### src/rtl/map_byte_packer_if.sv
// map_byte_packer_if: UART byte stream in, packed map word out.
// master drives bytes, slave is the packer.
interface map_byte_packer_if #(
   parameter int BYTES_PER_WORD = 36
);
   logic                        rx_valid;
   logic [7:0]                  rx_byte;
   logic                        map_ena;
   logic [8*BYTES_PER_WORD-1:0] map_data;
   logic [7:0]                  word_cnt;
   logic                        frame_done;
   logic                        timeout_err;

   modport master (
      output rx_valid, rx_byte,
      input  map_ena, map_data, word_cnt,
      input  frame_done, timeout_err
   );

   modport slave (
      input  rx_valid, rx_byte,
      output map_ena, map_data, word_cnt,
      output frame_done, timeout_err
   );
endinterface

### src/rtl/map_byte_packer.sv
// map_byte_packer: packs UART bytes into feature-map words.
// Optional partial-word timeout: define MAP_PACKER_TIMEOUT_EN.
module map_byte_packer #(
   parameter int BYTES_PER_WORD  = 36,
   parameter int WORDS_PER_FRAME = 144,
   parameter int TIMEOUT_CYCLES  = 50000
) (
   input logic          clk,
   input logic          rst,
   map_byte_packer_if.slave bus
);
   localparam int W  = 8 * BYTES_PER_WORD;
   localparam int CW = $clog2(BYTES_PER_WORD + 1);

   typedef enum logic {COLLECT, EMIT} state_t;

   state_t          state;
   logic [CW-1:0]   byteCnt;
   logic [W-1:0]    asmReg;
   logic [W-1:0]    nextAsm;
   logic [W-1:0]    mapData;
   logic [7:0]      wordCnt;
   logic            mapEna;
   logic            frameDone;
   logic            lastByte;
   logic            idleHit;

   if (BYTES_PER_WORD < 2 || TIMEOUT_CYCLES < 1)
   begin : gBadParam
      $error("map_byte_packer: bad parameters");
   end

   assign nextAsm  = {asmReg[W-9:0], bus.rx_byte};
   assign lastByte = (byteCnt == CW'(BYTES_PER_WORD - 1));

`ifdef MAP_PACKER_TIMEOUT_EN
   localparam int TW = $clog2(TIMEOUT_CYCLES + 1);

   logic [TW-1:0] idleCnt;
   logic          timeoutErr;

   assign idleHit = (state == COLLECT) &&
                    (byteCnt != '0) &&
                    !bus.rx_valid &&
                    (idleCnt == TW'(TIMEOUT_CYCLES - 1));

   // Count idle clocks while a partial word is pending.
   always_ff @(posedge clk or posedge rst) begin
      if (rst) begin
         idleCnt    <= '0;
         timeoutErr <= 1'b0;
      end else begin
         timeoutErr <= idleHit;
         if (bus.rx_valid || idleHit ||
             state == EMIT || byteCnt == '0)
            idleCnt <= '0;
         else
            idleCnt <= idleCnt + 1'b1;
      end
   end

   assign bus.timeout_err = timeoutErr;
`else
   assign idleHit         = 1'b0;
   assign bus.timeout_err = 1'b0;
`endif

   // Collect bytes, emit a word on the last one, track frame position.
   always_ff @(posedge clk or posedge rst) begin
      if (rst) begin
         state     <= COLLECT;
         byteCnt   <= '0;
         asmReg    <= '0;
         mapData   <= '0;
         mapEna    <= 1'b0;
         wordCnt   <= '0;
         frameDone <= 1'b0;
      end else begin
         mapEna    <= 1'b0;
         frameDone <= 1'b0;
         if (state == EMIT)
            state <= COLLECT;
         if (bus.rx_valid) begin
            asmReg <= nextAsm;
            if (lastByte) begin
               state   <= EMIT;
               byteCnt <= '0;
               mapData <= nextAsm;
               mapEna  <= 1'b1;
               if (wordCnt == 8'(WORDS_PER_FRAME - 1)) begin
                  wordCnt   <= '0;
                  frameDone <= 1'b1;
               end else begin
                  wordCnt <= wordCnt + 8'd1;
               end
            end else begin
               byteCnt <= byteCnt + 1'b1;
            end
         end else if (idleHit) begin
            byteCnt <= '0;
            asmReg  <= '0;
         end
      end
   end

   assign bus.map_ena    = mapEna;
   assign bus.map_data   = mapData;
   assign bus.word_cnt   = wordCnt;
   assign bus.frame_done = frameDone;
endmodule

### src/flat_wrapper.sv
// flat-port wrapper written by rule: the top's interface ports become plain ports
module map_byte_packer_flat 
#(
   parameter int BYTES_PER_WORD  = 36,
   parameter int WORDS_PER_FRAME = 144,
   parameter int TIMEOUT_CYCLES  = 50000
)
  (clk, rst, bus_rx_valid, bus_rx_byte, bus_map_ena, bus_map_data, bus_word_cnt, bus_frame_done, bus_timeout_err);
  map_byte_packer_if #(.BYTES_PER_WORD(BYTES_PER_WORD)) bus_i ();
  input logic clk;
  input logic rst;
  input wire logic [$bits(bus_i.rx_valid)-1:0] bus_rx_valid;
  input wire logic [$bits(bus_i.rx_byte)-1:0] bus_rx_byte;
  output wire logic [$bits(bus_i.map_ena)-1:0] bus_map_ena;
  output wire logic [$bits(bus_i.map_data)-1:0] bus_map_data;
  output wire logic [$bits(bus_i.word_cnt)-1:0] bus_word_cnt;
  output wire logic [$bits(bus_i.frame_done)-1:0] bus_frame_done;
  output wire logic [$bits(bus_i.timeout_err)-1:0] bus_timeout_err;
  assign bus_i.rx_valid = bus_rx_valid;
  assign bus_i.rx_byte = bus_rx_byte;
  assign bus_map_ena = bus_i.map_ena;
  assign bus_map_data = bus_i.map_data;
  assign bus_word_cnt = bus_i.word_cnt;
  assign bus_frame_done = bus_i.frame_done;
  assign bus_timeout_err = bus_i.timeout_err;
  map_byte_packer #(.BYTES_PER_WORD(BYTES_PER_WORD), .WORDS_PER_FRAME(WORDS_PER_FRAME), .TIMEOUT_CYCLES(TIMEOUT_CYCLES)) u_core (.clk(clk), .rst(rst), .bus(bus_i));
endmodule
### config.mk
export PLATFORM = sky130hd
export DESIGN_NAME = map_byte_packer_flat
export DESIGN_NICKNAME = d
export VERILOG_FILES = /design/src/rtl/map_byte_packer_if.sv /design/src/rtl/map_byte_packer.sv /design/src/flat_wrapper.sv
export SDC_FILE = /design/constraint.sdc
export NUM_CORES = 1
export LEC_CHECK = 0
export CAP_MARGIN = 30
export CORE_MARGIN = 2
export CORE_UTILIZATION = 25
export CTS_BUF_LIST = sky130_fd_sc_hd__clkbuf_16
export CTS_CLUSTER_DIAMETER = 80
export DETAILED_ROUTE_END_ITERATION = 16
export DONT_BUFFER_PORTS = 1
export GPL_ROUTABILITY_DRIVEN = 0
export PLACE_DENSITY = 0.39
export SLEW_MARGIN = 20
export SYNTH_ARGS = -nofsm -noshare
export SYNTH_HDL_FRONTEND = slang
export SYNTH_SLANG_ARGS = --single-unit
### constraint.sdc
create_clock -name clk -period 24.5 [get_ports clk]
set_clock_uncertainty 0.2 [all_clocks]
set_input_delay 1.225 -clock clk [delete_from_list [all_inputs] [get_ports clk]]
set_output_delay 1.225 -clock clk [all_outputs]
set_load 0.03 [all_outputs]
* Yosys cells after proc, flatten, opt, wreduce, memory -nomap -nowiden
Cells that the tools add are included.
Word-level totals: register bits after elaboration 584, bits of input ports 11, output and inout bits 299, word-level logic and storage cells 18
Operators by class: add/sub/neg operators 2, eq/ne operators 2, multiplexer cells 7, reductions and logical operators 1
Operators by type and width (number):
- adder 8 x 1 -> 8 bit, second input constant | 1
- equality test 8 bit, second input constant | 1
- two-way mux 8 bit | 1
- adder 6 x 1 -> 6 bit, second input constant | 1
- equality test 6 bit, second input constant | 1
- two-way mux 6 bit | 1
- two-way mux 1 bit | 5
- AND reduction 2 bit | 1

* Depth between registers and ports, before layout
Gate-level depths: netlist of run 1.
depth in word-level cells 4, mapped depth 8, gate-level depth less buffers 6

* Worst setup path after synthesis of run 1
OpenSTA, ideal clock, no wires.
kind input to register, from input port bus_rx_valid, to register u_core.asmReg[100], setup time 125 ps, data arrival time 2146 ps, required time 24175 ps, slack 22029 ps, cell stages on the path 4, path buffers 3, cell sequence buf_2 clkbuf_1 buf_2 mux2_2
RTL lines:
- from (decl) | line flat_wrapper.sv:12 | input wire logic [$bits(bus_i.rx_valid)-1:0] bus_rx_valid;
- to (signal assigned) | line map_byte_packer.sv:84 | asmReg <= nextAsm;
- to (decl) | line map_byte_packer.sv:19 | logic [W-1:0] asmReg;
No word-level cell between the ends.

* Worst setup path in the final report of run 1
from input port bus_rx_valid, to register u_core.mapData[126], in the netlist u_core.bus.map_data[126]
On the way: word-level cells in the longest chain between the ends 1
RTL lines:
- AND reduction 2 bit (no source line)
- to (signal assigned) | line map_byte_packer.sv:88 | mapData <= nextAsm;
- to (decl) | line map_byte_packer.sv:21 | logic [W-1:0] mapData;
No other way between the ends. A chain may end at the register's enable or synchronous reset.

==> results of run 1 <==
worst min-delay path: cells and delay by family (launching register included):
family,cells,cell delay [ns]
flip-flops,1,0.35
AND/OR/NAND/NOR,2,0.10
cell families (layout without fill, tap and decap cells):
logic type / Yosys count / count (layout)
adder cells (fa/ha/maj): 2 / 2
AND/OR/NAND/NOR: 893 / 893
other: 1 / 1
flip-flops: 584 / 584
AO/OA/AOI/OAI: 9 / 9
multiplexers: 282 / 282
buffers and inverters: 101 / 147
XOR/XNOR: 6 / 6
report_power, final:
group	switching [mW]	internal (mW)
registers	0.364	1.20
logic	0.102	0.169
clock network	0.422	0.599
total	0.889	1.97
through the flow:
step	total power, mW	instance area, um^2
floorplan	1.725	21970
global placement	1.855	22910
detailed placement	1.867	22910
CTS	2.915	25160
global route	3.022	25290
finish	2.858	25290
routing by layer:
metal	part of all wire [%]	global-route usage [%]	vias to the layer above
met5	0	0	-
met4	2.1	3.619	0
li1	-	-	5989
met1	42	15.19	6427
met3	8.8	4.841	81
met2	47	19.94	270
cell type report:
class / instances / area share, %
Timing Repair Buffer: 17 / 0.9202
Clock buffer: 72 / 7.124
Inverter: 4 / 0.1187
Tap cell: 1155 / 5.714
Sequential cell: 584 / 57.79
Multi-Input combinational cell: 1193 / 26.57
Clock inverter: 54 / 1.766
cell usage after synthesis (all sizes together), types with 2 or more instances:
cell	instances	area (um^2)
a21o	3	22.52
a21oi	2	10.01
clkbuf	5	18.77
inv	4	15.01
ha	2	25.02
buf	92	608.1
xnor2	5	43.79
o21ai	2	10.00
or3	3	18.77
nor3	3	15.01
nand2	874	3281
mux2	281	3164
nor2	4	15.01
dfrtp	584	14610
nand4	4	25.02
state kept, by name, summed over array words and instances, names as in the netlist:
register and count:
u_core.bus.map_data 288, u_core.asmReg 280, u_core.bus.word_cnt 8, u_core.byteCnt 6, u_core.bus.frame_done 1, u_core.bus.map_ena 1
worst max path at each step:
stage                                                end  slack (ns)  cells after the start
global route         u_core.bus.map_data[77]$_DFFE_PP0P_       20.60                      6
floorplan                   u_core.asmReg[0]$_DFFE_PP0P_        6.73                      1
global placement     u_core.bus.map_data[72]$_DFFE_PP0P_       20.20                      6
detailed placement   u_core.bus.map_data[72]$_DFFE_PP0P_       20.15                      6
CTS                  u_core.bus.map_data[72]$_DFFE_PP0P_       20.82                      6
finish              u_core.bus.map_data[126]$_DFFE_PP0P_       20.00                      6
==> impl_metrics.xml, run 1 <==
<?xml version="1.0" encoding="UTF-8"?>
<metrics>
  <group name="run_status">
    <metric name="outcome" unit="">finished, final reports clean</metric>
  </group>
  <group name="clock_network">
    <metric name="cts_root_buffer" unit="">clkbuf_16</metric>
    <metric name="clock_tree.htree_level_count" unit="">3</metric>
    <metric name="cts_buffers" unit="">71</metric>
    <metric name="clk-insertion-delay-late" unit="ns">0.61</metric>
    <metric name="post_cts.resized_instances" unit="">0</metric>
    <metric name="clock-sinks" unit="">584</metric>
    <metric name="cts.reportedPaths.clkPinSlew" unit="ns">0.06</metric>
    <metric name="cts.repair_timing.setup_buffer_count" unit="">0</metric>
    <metric name="cts_hold_buffers" unit="">0</metric>
    <metric name="clock_path_buffers" unit="">3</metric>
    <metric name="cts_tree" unit="">yes</metric>
  </group>
  <group name="timing">
    <metric name="finalCriticalPeriod" unit="ns">4.505</metric>
    <metric name="tightestPinTransition" unit="ns">1.260</metric>
    <metric name="final_critical_path_setup_slack" unit="ns">20.00</metric>
    <metric name="setup_viol" unit="">0</metric>
    <metric name="fmaxAchievable" unit="MHz">222.0</metric>
    <metric name="relSlewSlack" unit="%">15.98</metric>
    <metric name="timing.final.crit_share" unit="%">18.39</metric>
    <metric name="setup_total_negative_slack" unit="ns">0</metric>
    <metric name="hold_ws" unit="ns">0.2681</metric>
    <metric name="rsz_0062_raised_after_global_routing" unit="">no</metric>
    <metric name="final-max-slew-violation-count" unit="">0</metric>
    <metric name="final_hold_vios" unit="">0</metric>
  </group>
  <group name="yosys">
    <metric name="synthXorXnorAreaFrac" unit="%">0.2392</metric>
    <metric name="synthesis.area" unit="um^2">21970</metric>
    <metric name="synth_edf_count" unit="">0</metric>
    <metric name="synth_warnings" unit="">0</metric>
    <metric name="number_of_unique_standard_cell_types_used_by_synthesis" unit="">29</metric>
    <metric name="async_flop_share" unit="%">100.0</metric>
    <metric name="seq_area_frac_synth" unit="%">66.53</metric>
    <metric name="largest_family_of_logic_cells_by_synthesized_area" unit="">simple AND/OR/NAND/NOR gates</metric>
    <metric name="post_synth_and_or_nand_nor_area_fraction" unit="%">15.47</metric>
    <metric name="postSynthNetCount" unit="">1891</metric>
    <metric name="synthesized_flop_and_latch_total" unit="">584</metric>
    <metric name="syn-instance-count" unit="">1878</metric>
    <metric name="ys_flop_type" unit="">dfrtp_1</metric>
    <metric name="arithmetic_cell_share_of_the_synthesized_area_counting_full_adders_half_adders_and_majority_gates" unit="%">0.1139</metric>
    <metric name="synth.area.mux_share" unit="%">14.45</metric>
    <metric name="synth_area_per_cell" unit="um^2">11.70</metric>
    <metric name="synth-compound-area-share" unit="%">0.2620</metric>
  </group>
  <group name="layout">
    <metric name="final_cell_mix" unit="">nand2_1 (873), dfrtp_1 (584), mux2_2 (281)</metric>
    <metric name="n_antenna_cell" unit="">0</metric>
    <metric name="most_common_cell_after_layout_fill_and_taps_aside" unit="">nand2_1</metric>
    <metric name="final_cell_count_no_fill" unit="">3079</metric>
    <metric name="multi_input_gate_area_in_the_final_layout" unit="um^2">6719</metric>
    <metric name="drive_gt1_share" unit="%">20.69</metric>
    <metric name="fillers" unit="">8982</metric>
    <metric name="areaGrowthSynthToFinish" unit="%">15.12</metric>
    <metric name="register_area" unit="um^2">14610</metric>
    <metric name="fin_util" unit="%">29.11</metric>
    <metric name="finalNetCount" unit="">1884</metric>
  </group>
  <group name="die">
    <metric name="floorplan.rows" unit="">108</metric>
    <metric name="io_pins" unit="">310</metric>
    <metric name="floorplan.die.height" unit="um">300.4</metric>
    <metric name="coreArea" unit="um^2">86890</metric>
    <metric name="start_util" unit="%">25.28</metric>
    <metric name="die_area" unit="um^2">90260</metric>
    <metric name="floorplan.die.width" unit="um">300.4</metric>
  </group>
  <group name="drt">
    <metric name="wire_per_inst" unit="um">17.92</metric>
    <metric name="drt_wl_total" unit="um">55160</metric>
    <metric name="post-route-drc-count" unit="">0</metric>
    <metric name="avgViaCountPerCell" unit="">4.146</metric>
    <metric name="dr.first_iter.drc_count" unit="">724</metric>
    <metric name="dr.pass1.iters" unit="">4</metric>
    <metric name="antenna_violating_nets_post_route" unit="">0</metric>
    <metric name="num_vias" unit="">12767</metric>
  </group>
  <group name="setup_path">
    <metric name="worst_path_slowest_cell" unit="">buf_4</metric>
    <metric name="reg2reg_slack" unit="ns">20.98</metric>
    <metric name="worst_path_required" unit="ns">24.84</metric>
    <metric name="maximum_cell_stage_delay_along_the_critical_path" unit="ns">0.79</metric>
    <metric name="worstSetupPathType" unit="">primary input to flop</metric>
    <metric name="worst_r2r_startpoint" unit="">u_core.byteCnt[0]$_DFFE_PP0P_</metric>
    <metric name="worst_r2r_endpoint" unit="">u_core.bus.map_data[126]$_DFFE_PP0P_</metric>
    <metric name="critical_path.cell_chain" unit="">and3b_1 -&gt; nand2_4 -&gt; buf_4 -&gt; buf_4 -&gt; nand2_1 -&gt; nand2_1</metric>
    <metric name="critical_path_buf_inv_count" unit="">2</metric>
    <metric name="crit_start" unit="">bus_rx_valid</metric>
    <metric name="ff2ff_path_depth" unit="">7</metric>
    <metric name="crit_path_max_fanout" unit="">286</metric>
    <metric name="worstPathArrival" unit="ns">4.84</metric>
    <metric name="cp_launch_type" unit="">primary input</metric>
    <metric name="end_kind" unit="">flop</metric>
    <metric name="critPathTopFamily" unit="">buffers and inverters</metric>
  </group>
  <group name="grt">
    <metric name="first_global_vias" unit="">13538</metric>
    <metric name="grt_max_degree" unit="">287</metric>
    <metric name="initial_antenna_violation_count" unit="">0</metric>
    <metric name="grt_overflow" unit="">0</metric>
    <metric name="wire_length_of_the_first_global_routing_pass" unit="um">86950</metric>
    <metric name="grtUsageTotal" unit="%">12.33</metric>
  </group>
  <group name="worst_hold_path">
    <metric name="hold_ep" unit="">u_core.bus.map_data[280]$_DFFE_PP0P_</metric>
    <metric name="hold_path_startpoint" unit="">u_core.asmReg[272]$_DFFE_PP0P_</metric>
    <metric name="hold_path_class" unit="">flop to flop</metric>
    <metric name="timing.hold.worst_path_depth" unit="">2</metric>
  </group>
  <group name="pwr">
    <metric name="p_per_area" unit="nW/um^2">113.0</metric>
    <metric name="leakage" unit="nW">12.83</metric>
    <metric name="peakVddDrop" unit="mV">0.04258</metric>
  </group>
  <group name="placement">
    <metric name="dp_cells" unit="">2948</metric>
    <metric name="dp_hpwl" unit="um">34030</metric>
    <metric name="io_buffer_count" unit="">0</metric>
    <metric name="preCtsSetupSlack" unit="ns">20.15</metric>
  </group>
  <group name="run">
    <metric name="max_cap_viol_count" unit="">0</metric>
  </group>
</metrics>
Note: power is estimated with default switching activity, not from simulation.
==> run 2: changes to the inputs <==
--- a/config.mk
+++ b/config.mk
@@ -5,6 +5,7 @@
 export SDC_FILE = /design/constraint.sdc
 export NUM_CORES = 1
 export LEC_CHECK = 0
+export ABC_AREA = 1
 export CAP_MARGIN = 30
 export CORE_MARGIN = 2
 export CORE_UTILIZATION = 25
@@ -13,7 +14,7 @@
 export DETAILED_ROUTE_END_ITERATION = 16
 export DONT_BUFFER_PORTS = 1
 export GPL_ROUTABILITY_DRIVEN = 0
-export PLACE_DENSITY = 0.39
+export PLACE_DENSITY = 0.41
 export SLEW_MARGIN = 20
 export SYNTH_ARGS = -nofsm -noshare
 export SYNTH_HDL_FRONTEND = slang
==> constraint.sdc (replaced) <==
create_clock -name clk -period 3.95 [get_ports clk]
set_clock_uncertainty 0.2 [all_clocks]
set_input_delay 0.1975 -clock clk [delete_from_list [all_inputs] [get_ports clk]]
set_output_delay 0.1975 -clock clk [all_outputs]
set_load 0.03 [all_outputs]
==> run 2 against run 1 <==
Effect of this change: largest cell class unchanged; synthesized cell count rose by 18%; critical path depth rose by 2; highest routed layer unchanged; via count rose by 18%; critical endpoint is now u_core.bus.map_data[119]$_DFFE_PP0P_; clock power rose to 6.3 times the previous value; power rose to 5.6 times the previous value; worst hold slack got worse by 0.27 ns; wire length rose by 5.6%; sequential share of layout area fell by 4.5 points; sequential power rose to 5.1 times the previous value; combinational power rose to 6.0 times the previous value; design area rose by 8.4%.
==> impl_metrics.xml, run 2 <==
<?xml version="1.0" encoding="UTF-8"?>
<metrics>
  <group name="yosys">
    <metric name="postSynthNetCount" unit="">2238</metric>
    <metric name="most_repeated_cell_in_the_gate_level_netlist_after_synthesis" unit="">nand2_1</metric>
    <metric name="synthesized_flop_and_latch_total" unit="">584</metric>
    <metric name="post_synth_most_frequent_cells" unit="">nand2_1 (612), dfrtp_1 (584), o21ai_0 (383), inv_1 (294), o21ai_1 (170)</metric>
    <metric name="syn-instance-count" unit="">2225</metric>
    <metric name="seq_area_frac_synth" unit="%">66.93</metric>
    <metric name="post-synth-top-area-cell" unit="">dfrtp_1</metric>
    <metric name="synthTopCellsByArea" unit="">dfrtp_1 (67%), nand2_1 (11%), o21ai_0 (8.8%)</metric>
    <metric name="synth_warnings" unit="">0</metric>
    <metric name="async_flop_share" unit="%">100.0</metric>
    <metric name="number_of_unique_standard_cell_types_used_by_synthesis" unit="">25</metric>
    <metric name="synth_edf_count" unit="">0</metric>
    <metric name="ys_flop_type" unit="">dfrtp_1</metric>
    <metric name="synthesis.area" unit="um^2">21830</metric>
    <metric name="synth_area_per_cell" unit="um^2">9.813</metric>
    <metric name="top_cell_type_s_share_of_synthesized_area" unit="%">66.93</metric>
  </group>
  <group name="die">
    <metric name="start_util" unit="%">25.21</metric>
    <metric name="coreArea" unit="um^2">86620</metric>
    <metric name="die_area" unit="um^2">89720</metric>
    <metric name="floorplan.rows" unit="">108</metric>
    <metric name="floorplan.die.width" unit="um">299.5</metric>
    <metric name="floorplan.die.height" unit="um">299.5</metric>
    <metric name="io_pins" unit="">310</metric>
  </group>
  <group name="grt">
    <metric name="grt_overflow" unit="">0</metric>
    <metric name="first_global_vias" unit="">15859</metric>
    <metric name="grtUsageTotal" unit="%">13.16</metric>
    <metric name="wire_length_of_the_first_global_routing_pass" unit="um">93630</metric>
    <metric name="initial_antenna_violation_count" unit="">0</metric>
    <metric name="grt_max_degree" unit="">334</metric>
  </group>
  <group name="setup_path">
    <metric name="worstPathArrival" unit="ns">2.88</metric>
    <metric name="crit_path_max_fanout" unit="">50</metric>
    <metric name="worst_r2r_endpoint" unit="">u_core.bus.map_data[119]$_DFFE_PP0P_</metric>
    <metric name="reg2reg_slack" unit="ns">1.39</metric>
    <metric name="end_kind" unit="">flop</metric>
    <metric name="cp_launch_type" unit="">flop</metric>
    <metric name="worst_path_required" unit="ns">4.27</metric>
    <metric name="ff2ff_path_depth" unit="">8</metric>
    <metric name="worst_r2r_startpoint" unit="">u_core.byteCnt[0]$_DFFE_PP0P_</metric>
    <metric name="maximum_cell_stage_delay_along_the_critical_path" unit="ns">0.49</metric>
    <metric name="worst_path_slowest_cell" unit="">buf_4</metric>
    <metric name="worstSetupPathType" unit="">flop to flop</metric>
    <metric name="crit_top_cell" unit="">nand2_1</metric>
    <metric name="critical_path.cell_chain" unit="">ha_1 -&gt; nand2_1 -&gt; inv_1 -&gt; nand3_4 -&gt; buf_12 -&gt; buf_4 -&gt; nand2_1 -&gt; o21ai_1</metric>
  </group>
  <group name="clock_network">
    <metric name="clk-insertion-delay-late" unit="ns">0.61</metric>
    <metric name="cts_buffers" unit="">71</metric>
    <metric name="clock_tree.htree_level_count" unit="">3</metric>
    <metric name="cts.reportedPaths.clkPinSlew" unit="ns">0.06</metric>
    <metric name="clock-sinks" unit="">584</metric>
    <metric name="cts.repair_timing.setup_buffer_count" unit="">0</metric>
    <metric name="cts_root_buffer" unit="">clkbuf_16</metric>
    <metric name="clock_path_buffers" unit="">3</metric>
    <metric name="cts_tree" unit="">yes</metric>
  </group>
  <group name="timing">
    <metric name="timing.final.crit_share" unit="%">64.92</metric>
    <metric name="setup_total_negative_slack" unit="ns">0</metric>
    <metric name="rsz_0062_raised_after_global_routing" unit="">no</metric>
    <metric name="finalCriticalPeriod" unit="ns">2.564</metric>
    <metric name="final_hold_vios" unit="">0</metric>
    <metric name="setup_viol" unit="">0</metric>
    <metric name="final-max-slew-violation-count" unit="">0</metric>
    <metric name="relSlewSlack" unit="%">25.53</metric>
    <metric name="fmaxAchievable" unit="MHz">390.0</metric>
    <metric name="tightestPinTransition" unit="ns">1.117</metric>
  </group>
  <group name="worst_hold_path">
    <metric name="hold_path_class" unit="">primary input to flop</metric>
    <metric name="hold_path_startpoint" unit="">bus_rx_valid</metric>
    <metric name="timing.hold.worst_path_depth" unit="">3</metric>
    <metric name="hold_ep" unit="">u_core.asmReg[242]$_DFFE_PP0P_</metric>
  </group>
  <group name="placement">
    <metric name="dp_hpwl" unit="um">36410</metric>
    <metric name="io_buffer_count" unit="">0</metric>
  </group>
  <group name="pwr">
    <metric name="peakVddDrop" unit="mV">0.3251</metric>
    <metric name="power.total" unit="mW">16.02</metric>
    <metric name="p_per_area" unit="nW/um^2">584.6</metric>
    <metric name="leakage" unit="nW">12.54</metric>
  </group>
  <group name="run">
    <metric name="max_cap_viol_count" unit="">0</metric>
  </group>
  <group name="drt">
    <metric name="met2_length" unit="um">27230</metric>
    <metric name="avgViaCountPerCell" unit="">4.150</metric>
    <metric name="met3_length" unit="um">4147</metric>
    <metric name="dr.first_iter.drc_count" unit="">891</metric>
    <metric name="num_vias" unit="">15082</metric>
    <metric name="topRoutingLayerUsed" unit="">met4</metric>
    <metric name="wire_per_inst" unit="um">16.03</metric>
    <metric name="post-route-drc-count" unit="">0</metric>
    <metric name="dr.pass1.iters" unit="">5</metric>
    <metric name="antenna_violating_nets_post_route" unit="">0</metric>
    <metric name="drt_wl_total" unit="um">58260</metric>
    <metric name="met1Wirelength" unit="um">25570</metric>
  </group>
  <group name="layout">
    <metric name="most_common_cell_after_layout_fill_and_taps_aside" unit="">nand2_1</metric>
    <metric name="areaGrowthSynthToFinish" unit="%">25.51</metric>
    <metric name="final_cell_mix" unit="">nand2_1 (612), dfrtp_1 (584), o21ai_0 (383)</metric>
    <metric name="drive_gt1_share" unit="%">6.132</metric>
    <metric name="finalNetCount" unit="">2434</metric>
    <metric name="largest_register_ff_count" unit="">288</metric>
    <metric name="n_antenna_cell" unit="">0</metric>
  </group>
  <group name="run_status">
    <metric name="outcome" unit="">finished, final reports clean</metric>
  </group>
</metrics>
## run 2: how the worst max path moves through the flow
stage	from	endpoint	slack, ns	cells past startpoint
floorplan	rst	u_core.asmReg[0]$_DFFE_PP0P_	-4.41	1
global placement	u_core.byteCnt[0]$_DFFE_PP0P_	u_core.bus.map_data[146]$_DFFE_PP0P_	1.39	8
detailed placement	u_core.byteCnt[0]$_DFFE_PP0P_	u_core.bus.map_data[119]$_DFFE_PP0P_	1.38	8
CTS	u_core.byteCnt[0]$_DFFE_PP0P_	u_core.bus.map_data[119]$_DFFE_PP0P_	1.34	8
global route	u_core.byteCnt[0]$_DFFE_PP0P_	u_core.bus.map_data[120]$_DFFE_PP0P_	1.14	8
finish	u_core.byteCnt[0]$_DFFE_PP0P_	u_core.bus.map_data[119]$_DFFE_PP0P_	1.39	8
## run 2: timing repair
item	in CTS	in global routing
resized for setup	0	0
hold buffers	219	0
hold endpoints to repair	543	0
## run 2: layout make-up
type / count / area (um^2)
fillers: 9007 / 59210
inverters: 295 / 1111
multi-input cells: 1217 / 5393
clock inverters: 58 / 456.7
clock buffers: 73 / 1827
well taps: 1155 / 1445
repair buffers: 252 / 2557
flip-flops and latches: 584 / 14610
## run 2: kinds of logic (layout without fill, tap and decap cells)
family / Yosys count / in the layout / synth area share, %
simple gates: 645 / 645 / 11.25
flops: 584 / 584 / 66.93
other cells: 1 / 1 / 0.01717
xor+xnor: 3 / 3 / 0.1204
buf+inv: 424 / 678 / 8.406
fa+ha+maj: 2 / 2 / 0.1146
compound gates: 566 / 566 / 13.16
## run 2: critical path, delay by kind of cell (launching register included)
kind	cells	cell delay, ns
compound gates	1	0.09
simple gates	3	0.61
fa+ha+maj	1	0.23
flops	1	0.39
buf+inv	3	0.87
## run 2: per-layer routing
metal  vias up  global-route usage, %
met2       280                  21.35
met4         0                  4.417
li1       7391                      -
met5         -                      0
met1      7339                  16.55
met3        72                  4.247
## run 2: report_power, final
group | switching, mW | internal (mW)
clock | 2.67 | 3.72
sequential | 1.24 | 6.76
combinational | 0.851 | 0.774
## run 2: per-stage QoR
step / area [um^2] / util (%) / hold slack [ns] / instances / setup slack [ns]
4_1_cts: 27400 / 31.63 / 0.006247 / 3633 / 1.337
2_1_floorplan: 21840 / - / 0.1071 / 2225 / -4.407
6_report: 27400 / 31.64 / 0.001915 / 3634 / 1.386
3_5_place_dp: 22900 / 26.44 / 0.06673 / 3283 / 1.385
3_3_place_gp: 22900 / 26.44 / 0.07255 / 3283 / 1.390
5_1_grt: 27400 / 31.64 / 0.04335 / 3634 / 1.136
